`src/rtl/spi_xfer_arbiter.sv`:
```
`default_nettype none
// spi_xfer_arbiter: round-robin sequencer of multi-word SPI transactions from two
// requesters onto one shared spi_core, with programmable slave-select lead/trail.
module spi_xfer_arbiter #(
  parameter int DWIDTH   = 8,
  parameter int LEN_W    = 8,
  parameter int SS_LEAD  = 2,
  parameter int SS_TRAIL = 2
) (
  input  logic                clk,
  input  logic                rst,
  input  logic [1:0]          req,
  input  logic [2*LEN_W-1:0]  req_len,
  input  logic [2*DWIDTH-1:0] tx_data,
  output logic [1:0]          tx_ack,
  output logic [DWIDTH-1:0]   rx_data,
  output logic [1:0]          rx_valid,
  output logic [1:0]          gnt,
  output logic [1:0]          xfer_done,
  output logic                busy,
  output logic [1:0]          ss_n,
  output logic                core_cs,
  output logic                core_wr,
  output logic                core_rd,
  output logic [DWIDTH-1:0]   core_din,
  input  logic [DWIDTH-1:0]   core_dout,
  input  logic                core_done
);

  localparam int CNT_MAX = (SS_LEAD > SS_TRAIL) ? SS_LEAD : SS_TRAIL;
  localparam int CNT_W   = $clog2(CNT_MAX + 1);

  typedef enum logic [2:0] {
    IDLE  = 3'd0,
    LEAD  = 3'd1,
    LOAD  = 3'd2,
    GUARD = 3'd3,
    WAIT  = 3'd4,
    TRAIL = 3'd5
  } state_t;

  state_t             state;
  state_t             state_nxt;
  logic               sel;
  logic               last;
  logic [LEN_W-1:0]   rem;
  logic [CNT_W-1:0]   cnt;
  logic               pick;
  logic [LEN_W-1:0]   pick_len;
  logic               cnt_last;

  // On a tie the requester not served last wins; last resets to 1 so requester 0 wins first.
  always_comb begin
    pick     = (req == 2'b11) ? ~last : req[1];
    pick_len = pick ? req_len[2*LEN_W-1:LEN_W] : req_len[LEN_W-1:0];
    cnt_last = (cnt == CNT_W'(1));
  end

  always_comb begin
    state_nxt = state;
    case (state)
      IDLE:    if (|req) state_nxt = LEAD;
      LEAD:    if (cnt_last) state_nxt = (rem == '0) ? TRAIL : LOAD;
      LOAD:    state_nxt = GUARD;
      GUARD:   state_nxt = WAIT;
      WAIT:    if (core_done) state_nxt = (rem == LEN_W'(1)) ? TRAIL : LOAD;
      TRAIL:   if (cnt_last) state_nxt = IDLE;
      default: state_nxt = IDLE;
    endcase
  end

  always_comb begin
    core_cs  = (state == LOAD);
    core_wr  = (state == LOAD);
    core_rd  = 1'b0;
    tx_ack   = (state == LOAD) ? gnt : 2'b00;
    busy     = (state != IDLE);
    core_din = sel ? tx_data[2*DWIDTH-1:DWIDTH] : tx_data[DWIDTH-1:0];
  end

  always_ff @(posedge clk) begin
    if (!rst) begin
      state     <= IDLE;
      sel       <= 1'b0;
      last      <= 1'b1;
      rem       <= '0;
      cnt       <= '0;
      gnt       <= 2'b00;
      ss_n      <= 2'b11;
      rx_data   <= '0;
      rx_valid  <= 2'b00;
      xfer_done <= 2'b00;
    end else begin
      state     <= state_nxt;
      rx_valid  <= 2'b00;
      xfer_done <= 2'b00;
      case (state)
        IDLE: begin
          if (|req) begin
            sel  <= pick;
            rem  <= pick_len;
            cnt  <= CNT_W'(SS_LEAD);
            gnt  <= pick ? 2'b10 : 2'b01;
            ss_n <= pick ? 2'b01 : 2'b10;
          end
        end
        LEAD: begin
          if (cnt_last) begin
            if (rem == '0) cnt <= CNT_W'(SS_TRAIL);
          end else begin
            cnt <= cnt - CNT_W'(1);
          end
        end
        WAIT: begin
          if (core_done) begin
            rx_data  <= core_dout;
            rx_valid <= gnt;
            rem      <= rem - LEN_W'(1);
            cnt      <= CNT_W'(SS_TRAIL);
          end
        end
        TRAIL: begin
          if (cnt_last) begin
            ss_n      <= 2'b11;
            gnt       <= 2'b00;
            xfer_done <= gnt;
            last      <= sel;
          end else begin
            cnt <= cnt - CNT_W'(1);
          end
        end
        default: ;
      endcase
    end
  end

endmodule
`default_nettype wire

```
`config.mk`:
```
export PLATFORM = sky130hd
export DESIGN_NAME = spi_xfer_arbiter
export DESIGN_NICKNAME = d
export VERILOG_FILES = /design/src/rtl/spi_xfer_arbiter.sv
export SDC_FILE = /design/constraint.sdc
export NUM_CORES = 1
export LEC_CHECK = 0
export ABC_AREA = 1
export CORE_MARGIN = 1
export CORE_UTILIZATION = 38
export CTS_CLUSTER_DIAMETER = 100
export DETAILED_ROUTE_END_ITERATION = 16
export GPL_TIMING_DRIVEN = 0
export PLACE_DENSITY = 0.87
export SYNTH_ARGS = -nofsm -noshare
export SYNTH_HDL_FRONTEND = slang
export SYNTH_SLANG_ARGS = --single-unit
export TNS_END_PERCENT = 5
```
`constraint.sdc`:
```
create_clock -name clk -period 1.2 [get_ports clk]
set_input_delay 0.24 -clock clk [delete_from_list [all_inputs] [get_ports clk]]
set_output_delay 0.24 -clock clk [all_outputs]
set_load 0.02 [all_outputs]
```
* Word-level counts from Yosys, hierarchy flattened
Index checks and enable logic that the tools add are counted.
Widths: inputs -> output; s select.
** Storage, ports and cells
- Output and inout bits :: 30
- Flip-flop bits (word level) :: 31
** Operators by class
- Reductions and logical operators :: 16
- Add/subtract/negate cells :: 2
- Equal/unequal tests :: 14
- Mux-type cells :: 28
- Bitwise operators :: 1
** Operators with widths (number)
- $mux 8 :: 4
- $mux 2 :: 12
- $mux 3 :: 6
- $pmux 3 s6 :: 1
- $pmux 8 s2 :: 1
- $reduce_and 3->1 :: 4
- $ne 2x2->1 const B :: 5
- $eq 8x1->1 const B :: 1
- $logic_not 8->1 :: 1
- $pmux 2 s2 :: 2
- $pmux 2 s4 :: 1
- $sub 8x1->8 const B :: 1
- $eq 3x2->1 const B :: 2
- $eq 3x3->1 const B :: 2
- $reduce_and 2->1 :: 3
- $reduce_and 5->1 :: 1
- $reduce_and 4->1 :: 1
- $reduce_bool 2->1 :: 2
- $reduce_bool 4->1 :: 1
- $eq 3x1->1 const B :: 1
- $logic_not 3->1 :: 1
- $ne 3x3->1 const B :: 1
- $reduce_bool 3->1 :: 1
- $eq 2x1->1 const B :: 1
- 5 further kinds :: 5

* Depth between registers and ports, before layout
Gate-level depths: netlist of the first run.
- Depth after elaboration :: 5
- Depth in mapped cells :: 9

* Worst setup path before layout of the first run
Ideal clock, no wire load.
- Path type :: flip-flop to output port
- Start :: register state[2]
- End :: output tx_ack[0]
- Path slack :: -0.353 ns
- Data arrival time :: 1.313 ns
- Data required time :: 0.960 ns
- Cell stages (with the launch flop) :: 6
- Cell sequence :: dfxtp_1 -> inv_1 -> nand2_1 -> nor2_1 -> inv_1 -> nor2_1
** On the way
- Word-level cells in the longest chain between the ends :: 2
** RTL lines
- start, declared :: RTL line 42 : state_t state;
- start signal, assigned :: RTL line 94 : state <= state_nxt;
- $eq 3x2->1
- named net core_cs :: RTL line 22 : output logic core_cs,
- $mux 2 :: RTL line 76 : tx_ack = (state == LOAD) ? gnt : 2'b00;
- end, declared :: RTL line 15 : output logic [1:0] tx_ack,
The timed path passes the listed nets, and every way through them passes these cells.

* Worst setup path after layout of the first run
- Start :: register sel
- End :: output core_din[5]
** On the way
- Word-level cells in the longest chain between the ends :: 1
** RTL lines
- start, declared :: RTL line 44 : logic sel;
- start signal, assigned :: RTL line 100 : sel <= pick;
- $mux 8 :: RTL line 78 : core_din = sel ? tx_data[2*DWIDTH-1:DWIDTH] : tx_data[DWIDTH-1:0];
- end, declared :: RTL line 25 : output logic [DWIDTH-1:0] core_din,
No other way between the ends.

==> impl_metrics.py, run 1 <==
metrics = {
    "logic_synthesis": {
        "synth_edf_count": 0,
        "yosysSeqAreaShare": 0.352,
        "yosysUniqueCellTypes": 30,
        "synth_seq_cells": 31,
        "syn-cell-area_um2": 1760,
        "avgSynthCellArea_um2": 6.72,
        "synthesis.nets": 312,
        "yosys_warnings": 0,
        "synthCells": 262,
        "synthFlopType": "dfxtp_1",
        "async_flop_share": 0,
    },
    "sta": {
        "rsz0062_at_grt": "yes",
        "setup_ws_ps": -288,
        "fin_crit_ps": 1490,
        "fmax_mhz": 672,
        "hold_viol": 0,
        "setup-tns-final_ps": -5370,
        "hold_ws_ps": 384,
        "final_max_slew_viol_count": 0,
        "worst_clock_skew_ps": 5.77,
        "setup_viol": 38,
        "min_period_over_period": 1.24,
    },
    "clock_tree": {
        "cts_inserted_buffers": 5,
        "clock_path_buffers": 2,
        "cts_tree": "yes",
        "clk_pin_slew_ps": 70,
        "cts_root_buf": "clkbuf_8",
        "clkLatencyLatePin_ps": 280,
        "cts.sinks": 31,
        "htree_levels": 2,
        "ctsHoldBuffers": 0,
    },
    "setup_path": {
        "ff2ff_path_depth": 10,
        "arrival_ps": 1250,
        "required_ps": 960,
        "cp-start-kind": "flip-flop",
        "startpoint": "sel",
        "crit_path_end": "core_din[5]",
        "r2r_slack_ps": -180,
        "path_max_fanout": 4,
        "r2r_start": "state[0]",
        "crit_path_end_kind": "output pin",
        "r2r_end": "rem[3]",
        "crit_type": "flip-flop to output pin",
    },
    "placed_design": {
        "pre_cts_ws_ps": -700,
        "dp.cells": 387,
        "gp_congestion": 0.873,
        "port_buffers": 73,
        "dp_hpwl_um": 3660,
    },
    "floorplan": {
        "initial_core_util": 0.399,
        "die_w_um": 70.1,
        "pin_count": 75,
        "rows": 24,
        "fp.dieH_um": 70.1,
        "fp.coreArea_um2": 4410,
        "die-area_um2": 4910,
    },
    "pwr": {
        "power_leakage_uw": 0.00137,
        "p_per_area_nw_per_um2": 2050,
        "ir_drop_mv": 1.13,
    },
    "layout": {
        "layoutNonFillerInstCount": 408,
        "drive_gt1_frac": 0.320,
        "n_antenna_cell": 0,
        "nFillCells": 334,
        "post-route-util": 0.683,
        "nNetsFinal": 405,
        "final_cell_mix": "clkdlybuf4s50_1 (42), nand2_1 (40), nor2_1 (26), dfxtp_1 (26), inv_1 (22)",
        "final_common_cell": "clkdlybuf4s50_1",
        "regArea_um2": 634,
        "area_delta_synth_final_pct": 71.2,
        "multi_input_area_um2": 1140,
    },
    "outcome": {
        "violations": "negative setup slack",
        "status": "finished with violations",
    },
    "global_route": {
        "grt.met3_usage": 0.0433,
        "grtUsageMet1": 0.288,
        "grt_max_degree": 11,
        "grt_overflow": 0,
        "grt_pass1_wl_um": 8960,
        "use_met2": 0.392,
        "grt_pass1_vias": 1932,
        "grt_busiest_layer": "met2",
        "antenna_found_initial": 0,
        "grtUsageTotal": 0.232,
    },
    "run": {
        "drv_cap": 0,
    },
    "route": {
        "viasPerCell": 5.13,
        "drc_errors": 0,
        "route.vias.total": 2092,
        "ant_nets": 0,
        "drtIter0Drc": 151,
        "wl_um": 5880,
        "routedWlPerCell_um": 14.4,
        "first_pass_iters": 4,
    },
    "hold_path": {
        "hp-class": "input port to flip-flop",
    },
}
==> cells by family after synthesis <==
group,synth area share
adder cells (fa/ha/maj),0.0355
XOR/XNOR,0.00497
buffers and inverters,0.0994
AO/OA/AOI/OAI,0.137
multiplexers,0.0511
other,0.00213
flip-flops,0.352
AND/OR/NAND/NOR,0.317
==> worst max-delay path, stage by stage (launching register included) <==
cell	delay [ps]
dfxtp_4	370
buf_8	110
mux2_2	350
buf_6	130
==> area by class of cell <==
| cell class | count | area share |
|---|---|---|
| multi-input cells | 189 | 0.379 |
| repair buffers | 86 | 0.277 |
| flip-flops and latches | 31 | 0.210 |
| inverters | 34 | 0.0481 |
| clock buffers | 6 | 0.0274 |
| plain buffers | 8 | 0.0245 |
| well taps | 52 | 0.0216 |
| clock inverters | 2 | 0.0116 |
==> timing repair <==
item,4_1_cts,5_1_grt
gates cloned,1,1
pin swaps,9,5
gates resized for setup,145,46
endpoints found under the setup margin,59,54
buffers inserted,8,3
hold endpoints to repair,0,0
==> sequential cells by signal (all words and copies together), names as in the netlist <==
signal	flops
ss_n	2
rem	8
rx_valid	2
gnt	2
cnt	2
last	1
state	3
sel	1
rx_data	8
xfer_done	2
==> routing by layer <==
| metal | up-vias | part of all wire |
|---|---|---|
| li1 | 1024 | - |
| met1 | 962 | 0.40 |
| met2 | 87 | 0.51 |
| met3 | 19 | 0.051 |
| met4 | 0 | 0.031 |
| met5 | - | 0 |
==> Yosys cell counts (2+ instances only) <==
master    instances  area share
o21ai_1           7       0.020
nor2_1           46       0.098
mux2_2            8       0.051
inv_2             2      0.0043
ha_1              5       0.036
clkbuf_1          2      0.0043
nand3_1          23       0.065
nor2_2            2      0.0071
clkinv_1          3      0.0064
buf_2             2      0.0057
inv_1            29       0.062
buf_4             2      0.0085
nor3_1            4       0.011
nor2_4            2       0.013
o21ai_0          20       0.057
nand2_2           3       0.011
nand2_1          46       0.098
a21oi_1          13       0.037
dfxtp_1          31        0.35
a21oi_2           2      0.0099
==> through the flow <==
stage | total power (µW) | area [µm²]
floorplan | 3440 | 1790
global placement | 4220 | 2580
detailed placement | 4300 | 2580
CTS | 5770 | 2900
global route | 6550 | 3020
finish | 6190 | 3020
==> where the power goes <==
part	switching, µW	internal [µW]	leakage (µW)
Combinational	2070	1460	0.00106
Clock	397	671	0.0000612
Sequential	270	1330	0.000257
Total	2740	3460	0.00137
==> how the worst min path moves through the flow <==
| stage | cells after the start | slack [ps] | startpoint | endpoint |
|---|---|---|---|---|
| 2_1_floorplan | 2 | 370 | core_dout[0] | rx_data[0] |
| 3_3_place_gp | 2 | 440 | ss_n[1] | ss_n[1] |
| 3_5_place_dp | 2 | 450 | last | last |
| 4_1_cts | 2 | 470 | ss_n[0] | ss_n[0] |
| 5_1_grt | 3 | 390 | rst | state[1] |
| 6_report | 3 | 380 | rst | state[1] |
(Power assumes the default switching activity.)
==> inputs of run 2 (changes only) <==
--- a/config.mk
+++ b/config.mk
@@ -6,6 +6,7 @@
 export NUM_CORES = 1
 export LEC_CHECK = 0
 export ABC_AREA = 1
+export CAP_MARGIN = 30
 export CORE_MARGIN = 1
 export CORE_UTILIZATION = 38
 export CTS_CLUSTER_DIAMETER = 100
==> results of run 2 <==
The final DEF is identical to that of run 1; final timing and power are the same.
==> inputs of run 3 (changes only) <==
--- a/config.mk
+++ b/config.mk
@@ -8,11 +8,11 @@
 export ABC_AREA = 1
 export CAP_MARGIN = 30
 export CORE_MARGIN = 1
-export CORE_UTILIZATION = 38
+export CORE_UTILIZATION = 42
 export CTS_CLUSTER_DIAMETER = 100
 export DETAILED_ROUTE_END_ITERATION = 16
 export GPL_TIMING_DRIVEN = 0
-export PLACE_DENSITY = 0.87
+export PLACE_DENSITY = 0.9
 export SYNTH_ARGS = -nofsm -noshare
 export SYNTH_HDL_FRONTEND = slang
 export SYNTH_SLANG_ARGS = --single-unit
==> constraint.sdc (replaced) <==
create_clock -name clk -period 1.4 [get_ports clk]
set_input_delay 0.28 -clock clk [delete_from_list [all_inputs] [get_ports clk]]
set_output_delay 0.28 -clock clk [all_outputs]
set_load 0.02 [all_outputs]
==> run 3 against run 2 <==
Against the previous run:
- the run still ends with negative setup slack left
- critical path depth unchanged
- setup slack better by 160 ps
- global-route usage grew 2.2 points
- first-iteration DRC count decreased by 5.3%
- critical path type unchanged
- largest cell class unchanged
- largest power group unchanged
==> impl_metrics.py, run 3 (synthesis gave the netlist of run 1 again) <==
metrics = {
    "setup_path": {
        "r2r_end": "rem[5]",
        "crit_top_cell": "buf_6",
        "crit_path_end_kind": "output pin",
        "crit_chain": "buf_6 > mux2_4 > buf_6",
        "path_max_fanout": 6,
        "slowest_delay_ps": 390,
        "ff2ff_path_depth": 9,
        "required_ps": 1120,
        "arrival_ps": 1250,
        "crit_type": "flip-flop to output pin",
        "r2r_start": "state[1]",
        "r2r_slack_ps": -30,
        "cp-start-kind": "flip-flop",
        "crit_path_top_delay_cell": "dfxtp_4",
    },
    "hold_path": {
        "min_to": "last",
        "hold_path_startpoint": "last",
        "min_path_cells": 2,
        "hp-class": "flip-flop to flip-flop",
    },
    "placed_design": {
        "gp_congestion": 0.903,
        "port_buffers": 73,
        "dp.cells": 385,
        "placed_area_um2": 2560,
        "dp_hpwl_um": 3760,
    },
    "global_route": {
        "grt_pass1_wl_um": 8490,
        "antenna_found_initial": 0,
        "grt_overflow": 0,
        "grtUsageTotal": 0.254,
        "grt_max_degree": 11,
        "grt_pass1_vias": 1954,
    },
    "sta": {
        "setup_viol": 17,
        "setup_ws_ps": -129,
        "fmax_mhz": 654,
        "min_period_over_period": 1.09,
        "final_max_slew_viol_count": 0,
        "fin_crit_ps": 1530,
        "hold_viol": 0,
        "rsz0062_at_grt": "yes",
        "worst_clock_skew_ps": 5.52,
    },
    "outcome": {
        "status": "finished with violations",
        "violations": "negative setup slack",
    },
    "pwr": {
        "power_leakage_uw": 0.00131,
        "ir_drop_mv": 0.917,
        "p_per_area_nw_per_um2": 1760,
    },
    "clock_tree": {
        "cts.sinks": 31,
        "ctsHoldBuffers": 0,
        "cts_inserted_buffers": 5,
        "cts_root_buf": "clkbuf_8",
        "cts_tree": "yes",
        "htree_levels": 2,
        "clk_pin_slew_ps": 70,
        "clock_path_buffers": 2,
        "clkLatencyLatePin_ps": 290,
    },
    "floorplan": {
        "die-area_um2": 4460,
        "pin_count": 75,
        "initial_core_util": 0.440,
        "fp.dieH_um": 66.8,
        "fp.coreArea_um2": 4000,
        "rows": 23,
        "die_w_um": 66.8,
    },
    "route": {
        "ant_nets": 0,
        "viasPerCell": 5.17,
        "drc_errors": 0,
        "wl_um": 5400,
        "first_pass_iters": 7,
        "routedWlPerCell_um": 13.6,
        "drtIter0Drc": 143,
        "route.vias.total": 2057,
    },
    "layout": {
        "final_common_cell": "nand2_1",
        "nNetsFinal": 397,
        "area_delta_synth_final_pct": 57.2,
        "n_antenna_cell": 0,
        "postLayoutCellArea_um2": 2770,
        "reg_top3": "rem x8, rx_data x8, state x3",
        "final_cell_mix": "nand2_1 (44), clkdlybuf4s50_1 (43), nor2_1 (39)",
        "layoutNonFillerInstCount": 398,
        "drive_gt1_frac": 0.210,
        "post-route-util": 0.692,
    },
    "run": {
        "drv_cap": 0,
    },
}
run 3: changes by cell type in the layout (fill, tap and decap cells not counted), sizes merged:
cell	previous run	this run
dlymetal6s2s	2	1
clkbuf	9	8
buf	33	24
clkdlybuf4s50	42	43
clkinv	2	3
inv	32	31
clkdlybuf4s15	12	0
dlygate4sd2	2	16
run 3: layout make-up:
| cell class | instances | area [µm²] |
|---|---|---|
| Timing Repair Buffer | 79 | 733 |
| Inverter | 34 | 136 |
| Fill cell | 329 | 1230 |
| Multi-Input combinational cell | 189 | 1030 |
| Clock buffer | 6 | 82.6 |
| Tap cell | 50 | 62.6 |
| Clock inverter | 2 | 35.0 |
| Buffer | 7 | 56.3 |
| Sequential cell | 31 | 634 |
run 3: worst max-delay path by stage:
stage | startpoint | end | slack (ps) | depth (start not counted)
2_1_floorplan | state[2] | tx_ack[0] | -70 | 5
3_3_place_gp | sel | core_din[7] | -510 | 3
3_5_place_dp | req[0] | gnt[0] | -600 | 7
4_1_cts | sel | core_din[5] | -140 | 3
5_1_grt | sel | core_din[5] | -170 | 3
6_report | sel | core_din[5] | -130 | 3
run 3: layer usage:
layer | vias up | part of all wire | global-route usage
met4 | 0 | 0.027 | 0.112
met3 | 14 | 0.061 | 0.0599
met2 | 110 | 0.50 | 0.427
met1 | 929 | 0.41 | 0.305
met5 | - | 0 | 0
li1 | 1004 | - | -
run 3: timing repair:
action                                  in CTS  in global routing
buffers inserted                             5                  1
pin swaps                                    5                  5
gates resized for setup                    106                 16
endpoints found under the setup margin      51                 38
run 3: critical path: cells and delay by family (launching register included):
| kind | cells | cell delay (ps) |
|---|---|---|
| buffers and inverters | 2 | 270 |
| DFF | 1 | 390 |
| muxes | 1 | 300 |
run 3: metrics by stage:
step | TNS, ps | hold slack [ps] | total power [µW] | worst slack [ps]
after detailed placement | -14230 | 458 | 3660 | -595
after CTS | -1460 | 476 | 4740 | -139
final | -979 | 477 | 4880 | -129
after floorplan | -136 | 415 | 2910 | -67.8
after global routing | -2550 | 503 | 5230 | -167
after global placement | -12470 | 441 | 3580 | -511
run 3: power by group:
group / leakage [µW] / switching [µW] / total [µW] / internal (µW)
Clock: 0.0000612 / 353 / 929 / 576
Sequential: 0.000257 / 214 / 1350 / 1140
Combinational: 0.000990 / 1560 / 2600 / 1040
